--- src/rtl/pixel_ram_arbiter.sv ---
// Shares the single-port pixel RAM between the display scan (reads, front bank) and the host loader (writes, back bank).
// Latency: grant and RAM address are combinational; read data returns exactly 1 cycle after the read is issued.
// Backpressure: the display wins by default and the host sees o_wr_ready=0; after MAX_STALL blocked cycles the host is force-granted and the display read is dropped.
module pixel_ram_arbiter #(
    parameter int PIX_AW    = 11,
    parameter int DATA_W    = 24,
    parameter int MAX_STALL = 8
) (
    input  logic                i_clk,
    input  logic                rst,
    input  logic                i_disp_rd,
    input  logic [PIX_AW-1:0]   i_disp_addr,
    output logic [DATA_W-1:0]   o_disp_data,
    output logic                o_disp_valid,
    output logic                o_disp_miss,
    input  logic                i_disp_frame_end,
    input  logic                i_wr_valid,
    output logic                o_wr_ready,
    input  logic [PIX_AW-1:0]   i_wr_addr,
    input  logic [DATA_W-1:0]   i_wr_data,
    input  logic                i_swap_req,
    output logic                o_swap_pending,
    output logic                o_front_bank,
    output logic                o_ram_we,
    output logic [PIX_AW:0]     o_ram_addr,
    output logic [DATA_W-1:0]   o_ram_din,
    input  logic [DATA_W-1:0]   i_ram_dout
);

    // Counter only needs to reach MAX_STALL-1; keep at least one bit so MAX_STALL of 0 or 1 still elaborates.
    localparam int SW = (MAX_STALL > 1) ? $clog2(MAX_STALL) : 1;
    localparam logic [SW-1:0] STALL_LIM = SW'((MAX_STALL > 0) ? (MAX_STALL - 1) : 0);

    logic          force_q;
    logic [SW-1:0] stall_cnt;
    logic          front_bank;
    logic          swap_pending;
    logic          host_grant;
    logic          wr_blocked;

    assign o_front_bank   = front_bank;
    assign o_swap_pending = swap_pending;
    assign o_disp_data    = i_ram_dout;
    assign o_ram_din      = i_wr_data;
    assign wr_blocked     = i_wr_valid & ~o_wr_ready;

    // Per-cycle grant: a forced cycle belongs to the host, otherwise the display has priority.
    always_comb begin
        host_grant = force_q | ~i_disp_rd;
        o_wr_ready = ~rst & host_grant;
        o_ram_we   = ~rst & host_grant & i_wr_valid;
        o_ram_addr = o_ram_we ? {~front_bank, i_wr_addr} : {front_bank, i_disp_addr};
    end

    // Read status lags the request by one cycle to line up with the RAM's registered output.
    always_ff @(posedge i_clk) begin
        if (rst) begin
            o_disp_valid <= 1'b0;
            o_disp_miss  <= 1'b0;
        end else begin
            o_disp_valid <= i_disp_rd & ~force_q;
            o_disp_miss  <= i_disp_rd & force_q;
        end
    end

    // Starvation guard: count consecutive blocked host cycles and force a single host cycle at the limit.
    always_ff @(posedge i_clk) begin
        if (rst) begin
            force_q   <= 1'b0;
            stall_cnt <= '0;
        end else if (force_q) begin
            force_q   <= 1'b0;
            stall_cnt <= '0;
        end else if (wr_blocked && MAX_STALL > 0) begin
            if (stall_cnt == STALL_LIM) begin
                force_q   <= 1'b1;
                stall_cnt <= '0;
            end else begin
                stall_cnt <= stall_cnt + 1'b1;
            end
        end else begin
            stall_cnt <= '0;
        end
    end

    // Bank swap is deferred to a frame boundary; a request arriving with the boundary is honoured at once.
    always_ff @(posedge i_clk) begin
        if (rst) begin
            front_bank   <= 1'b0;
            swap_pending <= 1'b0;
        end else if (i_disp_frame_end && (swap_pending || i_swap_req)) begin
            front_bank   <= ~front_bank;
            swap_pending <= 1'b0;
        end else if (i_swap_req) begin
            swap_pending <= 1'b1;
        end
    end

endmodule

--- config.mk ---
export PLATFORM = sky130hd
export DESIGN_NAME = pixel_ram_arbiter
export DESIGN_NICKNAME = d
export VERILOG_FILES = /design/src/rtl/pixel_ram_arbiter.sv
export SDC_FILE = /design/constraint.sdc
export NUM_CORES = 1
export LEC_CHECK = 0
export BUFFER_PORTS_ARGS = -buffer_cell sky130_fd_sc_hd__buf_2
export CAP_MARGIN = 20
export CORE_UTILIZATION = 30
export CTS_BUF_LIST = sky130_fd_sc_hd__clkbuf_16
export DETAILED_ROUTE_END_ITERATION = 8
export PLACE_DENSITY = 0.86
export SLEW_MARGIN = 20
export SYNTH_ARGS = -nofsm -noshare
export SYNTH_HDL_FRONTEND = slang
export SYNTH_SLANG_ARGS = --single-unit
--- constraint.sdc ---
create_clock -name i_clk -period 3.9 [get_ports i_clk]
set_clock_uncertainty 0.2 [all_clocks]
set_input_delay 0.39 -clock i_clk [delete_from_list [all_inputs] [get_ports i_clk]]
set_output_delay 0.39 -clock i_clk [all_outputs]
set_load 0.005 [all_outputs]
# Word level (Yosys, flattened, before mapping)
# Cells that the tools add are included.
# W data, S select, Z words.
[word_totals]
regBits = 8
input_bits = 76
output_inout_bits = 66
wordCells = 27
[classes]
addsub = 1
eq_ne = 1
mux = 2
bitwise_logic = 12
n_reduce_logical = 5
[ops]
columns = ["cell", "n"]
rows = [
  ["$mux W12", 1],
  ["$not A1 Y1", 6],
  ["$and A1 B1 Y1", 5],
  ["$reduce_or A4 Y1", 1],
  ["$add A3 B1 Y3 const B", 1],
  ["$eq A3 B3 Y1 const B", 1],
  ["$reduce_or A3 Y1", 1],
  ["$reduce_or A2 Y1", 1],
  ["$logic_and A1 B1 Y1", 1],
  ["$logic_or A1 B1 Y1", 1],
  ["$mux W1", 1],
  ["$or A1 B1 Y1", 1],
]

# Logic depth before layout (Yosys ltp)
# Gate-level depths: netlist of the first run.
[depth]
word_depth = 7
depth_mapped = 5
mapped_depth_nobuf = 4

# Worst setup path after synthesis of the first run
# OpenSTA, ideal clock, no wires.
[synth_timing]
path_kind = "input to output"
from = "in rst"
to = "out o_ram_addr[10]"
arrival_time_ns = 1.128
t_required_ns = 3.310
slack_ns = 2.182
path_stages = 5
n_path_buf = 2
cell_sequence = "buf_6 -> nor2b_4 -> nand2_4 -> buf_6 -> mux2_4"
[synth_via]
elab_chain_cells = 4
[synth_rtl]
columns = ["element", "line", "rtl"]
rows = [
  ["start: declaration", "10", "input logic rst,"],
  ["$not A1 Y1", "51", "o_ram_we = ~rst & host_grant & i_wr_valid;"],
  ["$and A1 B1 Y1 (2 in a row)", "51", ""],
  ["$mux W12", "52", "o_ram_addr = o_ram_we ? {~front_bank, i_wr_addr} : {front_bank, i_disp_addr};"],
  ["end: declaration", "25", "output logic [PIX_AW:0] o_ram_addr,"],
]
# Every way passes these cells.

# Worst setup path after layout of the first run
[layout_timing]
from = "reg force_q"
to = "out o_ram_addr[1]"
[layout_via]
elab_chain_cells = 4
[layout_rtl]
columns = ["element", "line", "rtl"]
rows = [
  ["start: declaration", "34", "logic force_q;"],
  ["start signal: assignment", "69", "force_q <= 1'b0;"],
  ["start signal: assignment", "72", "force_q <= 1'b0;"],
  ["start signal: assignment", "76", "force_q <= 1'b1;"],
  ["$or A1 B1 Y1", "49", "host_grant = force_q | ~i_disp_rd;"],
  ["$and A1 B1 Y1 (2 in a row)", "51", ""],
  ["$mux W12", "52", ""],
]
# Every way passes these cells.

==> results of run 1 <==
cell families (layout without fill, tap and decap cells):
family	Yosys count	count (layout)	synth area share, %
buffers and inverters	51	49	44.91
AND/OR/NAND/NOR	17	17	13.08
multiplexers	11	11	17.88
flip-flops	8	8	18.60
adder cells (fa/ha/maj)	2	2	2.907
XOR/XNOR	2	2	2.035
AO/OA/AOI/OAI	1	1	0.5808
power by group:
part,internal (mW),switching [mW],total [mW]
Combinational,0.0330,0.0197,0.0527
Sequential,0.0850,0.00181,0.0868
Clock,0.132,0.0354,0.167
cell type report:
class / instances / area [um^2]
fill: 295 / 1917
tap: 31 / 38.79
multi-input combinational: 33 / 314.1
clock buffer: 3 / 75.07
timing repair buffer: 45 / 225.2
inverter: 1 / 3.754
sequential: 8 / 160.2
metal layers:
layer | routed length (um) | track usage (%) | vias up | part of all wire (%)
li1 | - | - | 244 | -
met1 | 505 | 8.273 | 231 | 35
met2 | 612 | 12.22 | 48 | 43
met3 | 259 | 7.728 | 16 | 18
met4 | 55 | 6.429 | 0 | 3.8
met5 | 0 | 0 | - | 0
worst register-to-register path: cells and delay by family (launching register included):
family                     cells  cell delay (ns)
DFF                            1             0.30
adders and majority gates      2             0.40
and+or+nand+nor                2             0.46
through the flow:
stage	cells	cell area, um^2	setup WS [ns]	power (mW)
after global placement	118	742.0	2.008	0.1412
after floorplan	92	860.8	2.182	0.1554
after detailed placement	118	742.0	1.989	0.1417
after CTS	121	817.0	1.904	0.3129
final	121	817.0	1.915	0.3066
after global routing	121	817.0	1.847	0.3249
final timing paths:
kind | start | endpoint | slack, ns | depth (start not counted)
setup / recovery | force_q | o_ram_addr[1] | 1.92 | 4
hold / removal | i_disp_frame_end | o_swap_pending | 0.14 | 2
setup reg to reg | stall_cnt[0] | stall_cnt[1] | 2.48 | 4
hold reg to reg | force_q | o_disp_miss | 0.29 | 2
layout by cell type (no fill, tap or decap), drive strengths merged, types with 2 or more instances in the layout:
| cell | synthesis | routed |
|---|---|---|
| and2 | 2 | 2 |
| buf | 50 | 45 |
| clkbuf | 0 | 3 |
| dfxtp | 8 | 8 |
| ha | 2 | 2 |
| mux2 | 11 | 11 |
| nand2 | 3 | 3 |
| nor2 | 4 | 4 |
| nor3 | 2 | 2 |
flip-flops by register name (all words and copies together), names as in the netlist:
signal          flops
o_swap_pending      1
force_q             1
o_disp_miss         1
o_disp_valid        1
stall_cnt           3
o_front_bank        1
==> flow_summary.toml, run 1 <==
[timing]
hold_viol = 0
period_share_pct = 50.89
fin_tns_setup_ns = 0
holdWs_ns = 0.1387
slew_headroom_pct = 79.79
finalMaxSlewViolations = 0
rsz0062_at_grt = "no"
max_freq_ghz = 0.5039
fin_crit_ns = 1.985
tightest_slew_ns = 0.3003
finalSetupViolCount = 0

[synthesis]
ys_seq_area_share_pct = 18.60
yosys-top-cells-area = "buf_4, dfxtp_1, mux2_4, mux2_2, ha_1"
synth_top_area_share_pct = 41.86
synthCells = 92
syn-cell-area_um2 = 860.8
synth_common_cells = "buf_4, dfxtp_1, mux2_4"
syn_nets = 170
yosysTopAreaCell = "buf_4"
synthDistinctLibCells = 21
synth-edff-count = 0
syn-mean-instance-area_um2 = 9.357
ys_ff_latch = 8
synth_warnings = 0
synth_ff_type = "dfxtp_1"
yosysMostFrequentCell = "buf_4"
async_flop_share_pct = 0

[route]
dr.pass1.iters = 2
via_per_inst = 4.455
routed_wl_um = 1432
routedWlPerCell_um = 11.83
ant_nets = 0
vias = 539
drc = 0
drt-initial-drc-count = 9

[clocking]
cts_inserted_buffers = 3
cts_tree = "yes"
holdBufCountCts = 0
clock_sinks = 8
clockBufferDepth = 2
clk_pin_slew_ns = 0.04
cts_setup_buffers = 0
insertion_delay_ns = 0.23
ctsResizeCount = 0
cts_root_buf = "clkbuf_16"
cts.htree.levels = 1

[power]
p_per_area_mw_per_mm2 = 375.3
power_leakage_nw = 0.4626
irDropWorstVdd_mv = 0.2953

[floorplanning]
initial_core_util_pct = 31.49
die_x_um = 55.57
rows = 19
ios = 142
dieArea_mm2 = 0.003087
core_region_area_mm2 = 0.002734
die_h_um = 55.57

[critical_path]
cp_cell_sequence = "nand2b_4, nand2_4, mux2_2, buf_2"
end_kind = "output port"
path_class = "register to output port"
cp_max_fo = 13
slowest_delay_ns = 0.36
critical-path-top-delay-family = "multiplexers"
cp.required_ns = 3.31
critical_path_buf_inv_count = 1
slowest_stage = "mux2_2"
cp-start-kind = "register"
worstPathArrival_ns = 1.39

[layout]
area_growth_pct = -5.087
drive_above_1_share_pct = 68.89
fin_util_pct = 29.89
n_antenna_cell = 0
finalNetCount = 170

[grt]
grt_max_degree = 14
grt-ovfl-total = 0
grt_pass1_vias = 492
antenna_found_initial = 0
grt_usage_pct = 8.805
grt_pass1_wl_um = 2125

[placed_design]
portBuffers = 45
routabilityCongestion = 0.6628

[job]
max-cap-violations = 0

[hold_path]
hp-class = "primary input to register"

[status]
outcome = "finished clean"
No activity file was read; power rests on OpenSTA's default activity.
==> run 2: changes to the inputs <==
--- a/config.mk
+++ b/config.mk
@@ -7,10 +7,10 @@
 export LEC_CHECK = 0
 export BUFFER_PORTS_ARGS = -buffer_cell sky130_fd_sc_hd__buf_2
 export CAP_MARGIN = 20
-export CORE_UTILIZATION = 30
+export CORE_UTILIZATION = 25
 export CTS_BUF_LIST = sky130_fd_sc_hd__clkbuf_16
 export DETAILED_ROUTE_END_ITERATION = 8
-export PLACE_DENSITY = 0.86
+export PLACE_DENSITY = 0.76
 export SLEW_MARGIN = 20
 export SYNTH_ARGS = -nofsm -noshare
 export SYNTH_HDL_FRONTEND = slang
==> constraint.sdc (replaced) <==
create_clock -name i_clk -period 1.7 [get_ports i_clk]
set_clock_uncertainty 0.2 [all_clocks]
set_input_delay 0.17 -clock i_clk [delete_from_list [all_inputs] [get_ports i_clk]]
set_output_delay 0.17 -clock i_clk [all_outputs]
set_load 0.005 [all_outputs]
==> run 2 against run 1 <==
Against the previous run:
- worst hold slack worse by 0.13 ns
- via count up 1.5%
- combinational power rose to 2.5 times the previous value
- global-route usage down 1.4 points
- flip-flop and latch count unchanged
- clock power up 130%
- non-clock buffer count up 3
- sequential share of layout area down 1.3 points
- cell count up 14%
- total power up 140%
- register-to-register slack worse by 2.2 ns
- critical path depth unchanged
==> flow_summary.toml, run 2 (synthesized netlist as in run 1, its figures left out) <==
[floorplanning]
initial_core_util_pct = 27.30
dieArea_mm2 = 0.003682
ios = 142
die_x_um = 60.68
core_region_area_mm2 = 0.003153
rows = 20
die_h_um = 60.68

[grt]
grt_pass1_vias = 419
grt-ovfl-total = 0
grt_usage_pct = 7.396
grt_pass1_wl_um = 1842
grt_max_degree = 14
antenna_found_initial = 0

[critical_path]
slowest_delay_ns = 0.33
cp-start-kind = "register"
worstPathArrival_ns = 1.31
cp.required_ns = 1.33
worstReg2RegStart = "stall_cnt[0]"
ff2ff_path_depth = 4
worstReg2RegEnd = "stall_cnt[1]"
end_kind = "output port"
cp_max_fo = 7
crit_start = "force_q"
path_class = "register to output port"
r2r_setup_slack_ns = 0.29
cp_cell_sequence = "nand2b_4, nand2_8, mux2_2, buf_2"
slowest_stage = "dfxtp_2"

[hold_path]
hold_path_depth = 3
hp-start = "i_swap_req"
worstHoldEndpoint = "o_swap_pending"
hp-class = "primary input to register"

[route]
ant_nets = 0
drc = 0
vias = 547
routed_wl_um = 1697
routedWlPerCell_um = 12.30
drt-initial-drc-count = 9
dr.pass1.iters = 2
via_per_inst = 3.964

[timing]
period_share_pct = 98.83
fin_crit_ns = 1.680
max_freq_ghz = 0.5952
rsz0062_at_grt = "yes"
fin_tns_setup_ns = 0
hold_viol = 0
tightest_slew_ns = 0.2679
finalSetupViolCount = 0
finalMaxSlewViolations = 0
slew_headroom_pct = 81.97

[clocking]
insertion_delay_ns = 0.23
cts.htree.levels = 1
clock_sinks = 8
cts_root_buf = "clkbuf_16"
cts_inserted_buffers = 3
clk_pin_slew_ns = 0.04
cts_tree = "yes"
clockBufferDepth = 2

[power]
p_per_area_mw_per_mm2 = 820.1
total_power_mw = 0.7214
swShare_pct = 19.75
irDropWorstVdd_mv = 0.3400
pwr-share-comb_pct = 18.4
seqPwrFrac_pct = 27.6
p_int_mw = 0.5789
clkPwrFrac_pct = 53.9
power.switching_mw = 0.1424
power_leakage_nw = 0.4796

[status]
outcome = "finished clean"

[layout]
final_common_cell = "buf_2"
top_register = "stall_cnt"
mostFrequentLayoutCells = "buf_2, mux2_4, dfxtp_1, nor2_1"
area_growth_pct = 2.180
n_antenna_cell = 0
multi_input_area_um2 = 334.1
drive_above_1_share_pct = 70.21
finalNetCount = 174
largest_reg_flops = 3
nFillCells = 343
fin_util_pct = 27.90
ff_latch_area_um2 = 161.4
finalInstanceArea_um2 = 879.6

[placed_design]
portBuffers = 45
dpl_cell_area_um2 = 758.2
routabilityCongestion = 0.7092

[job]
max-cap-violations = 0
==> run 2: changes by cell type in the layout (fill, tap and decap cells not counted) <==
| cell | previous run | this run |
|---|---|---|
| buf_4 | 0 | 2 |
| nand2_8 | 0 | 1 |
| dfxtp_1 | 8 | 7 |
| dfxtp_2 | 0 | 1 |
| dlygate4sd3_1 | 0 | 1 |
==> run 2: how the worst max path moves through the flow <==
stage / to / slack [ns] / cells past startpoint
detailed placement: o_ram_addr[2] / 0.17 / 4
global placement: o_ram_addr[1] / 0.19 / 4
global route: o_ram_addr[2] / -0.03 / 4
CTS: o_ram_addr[2] / 0.0006 / 4
finish: o_ram_addr[2] / 0.02 / 4
floorplan: o_ram_addr[10] / 0.33 / 4
==> run 2: per-layer routing <==
metal	up-vias	track usage, %	share of wire [%]
met1	235	7.494	39
met4	0	6.169	2.6
met5	-	0	0
met3	12	5.330	16
li1	252	-	-
met2	48	10.20	42
==> run 2: per-stage QoR <==
step	std cells	hold WS [ns]	setup slack, ns
floorplan	92	0.04931	0.3322
CTS	136	0.01569	0.0005987
detailed placement	131	0.1400	0.1652
global route	138	0.02427	-0.02528
finish	138	0.01223	0.01995
global placement	131	0.1400	0.1904
==> run 2: critical path: cells and delay by family, from the launching register on <==
family | cells | cell delay, ns
buffers and inverters | 1 | 0.12
DFF | 1 | 0.33
and+or+nand+nor | 2 | 0.29
muxes | 1 | 0.33
==> run 2: final cells by class <==
cell class / instances / area share [%]
Multi-Input combinational cell: 34 / 37.98
Timing Repair Buffer: 48 / 28.45
Sequential cell: 8 / 18.35
Clock buffer: 3 / 8.535
Tap cell: 44 / 6.259
Inverter: 1 / 0.4267
==> run 2: power groups by stage <==
stage | Sequential (mW) | Combinational (mW) | Clock [mW]
5_1_grt | 0.200 | 0.147 | 0.407
6_report | 0.199 | 0.133 | 0.389
2_1_floorplan | 0.202 | 0.154 | 0
4_1_cts | 0.199 | 0.130 | 0.396
3_3_place_gp | 0.202 | 0.123 | 0
3_5_place_dp | 0.202 | 0.123 | 0
==> run 2: repair_timing <==
action	4_1_cts	5_1_grt
endpoints found under the setup margin	11	11
hold buffers	1	0
hold endpoints to repair	1	0
setup buffers	1	1
gates cloned	0	1
resized for setup	2	0
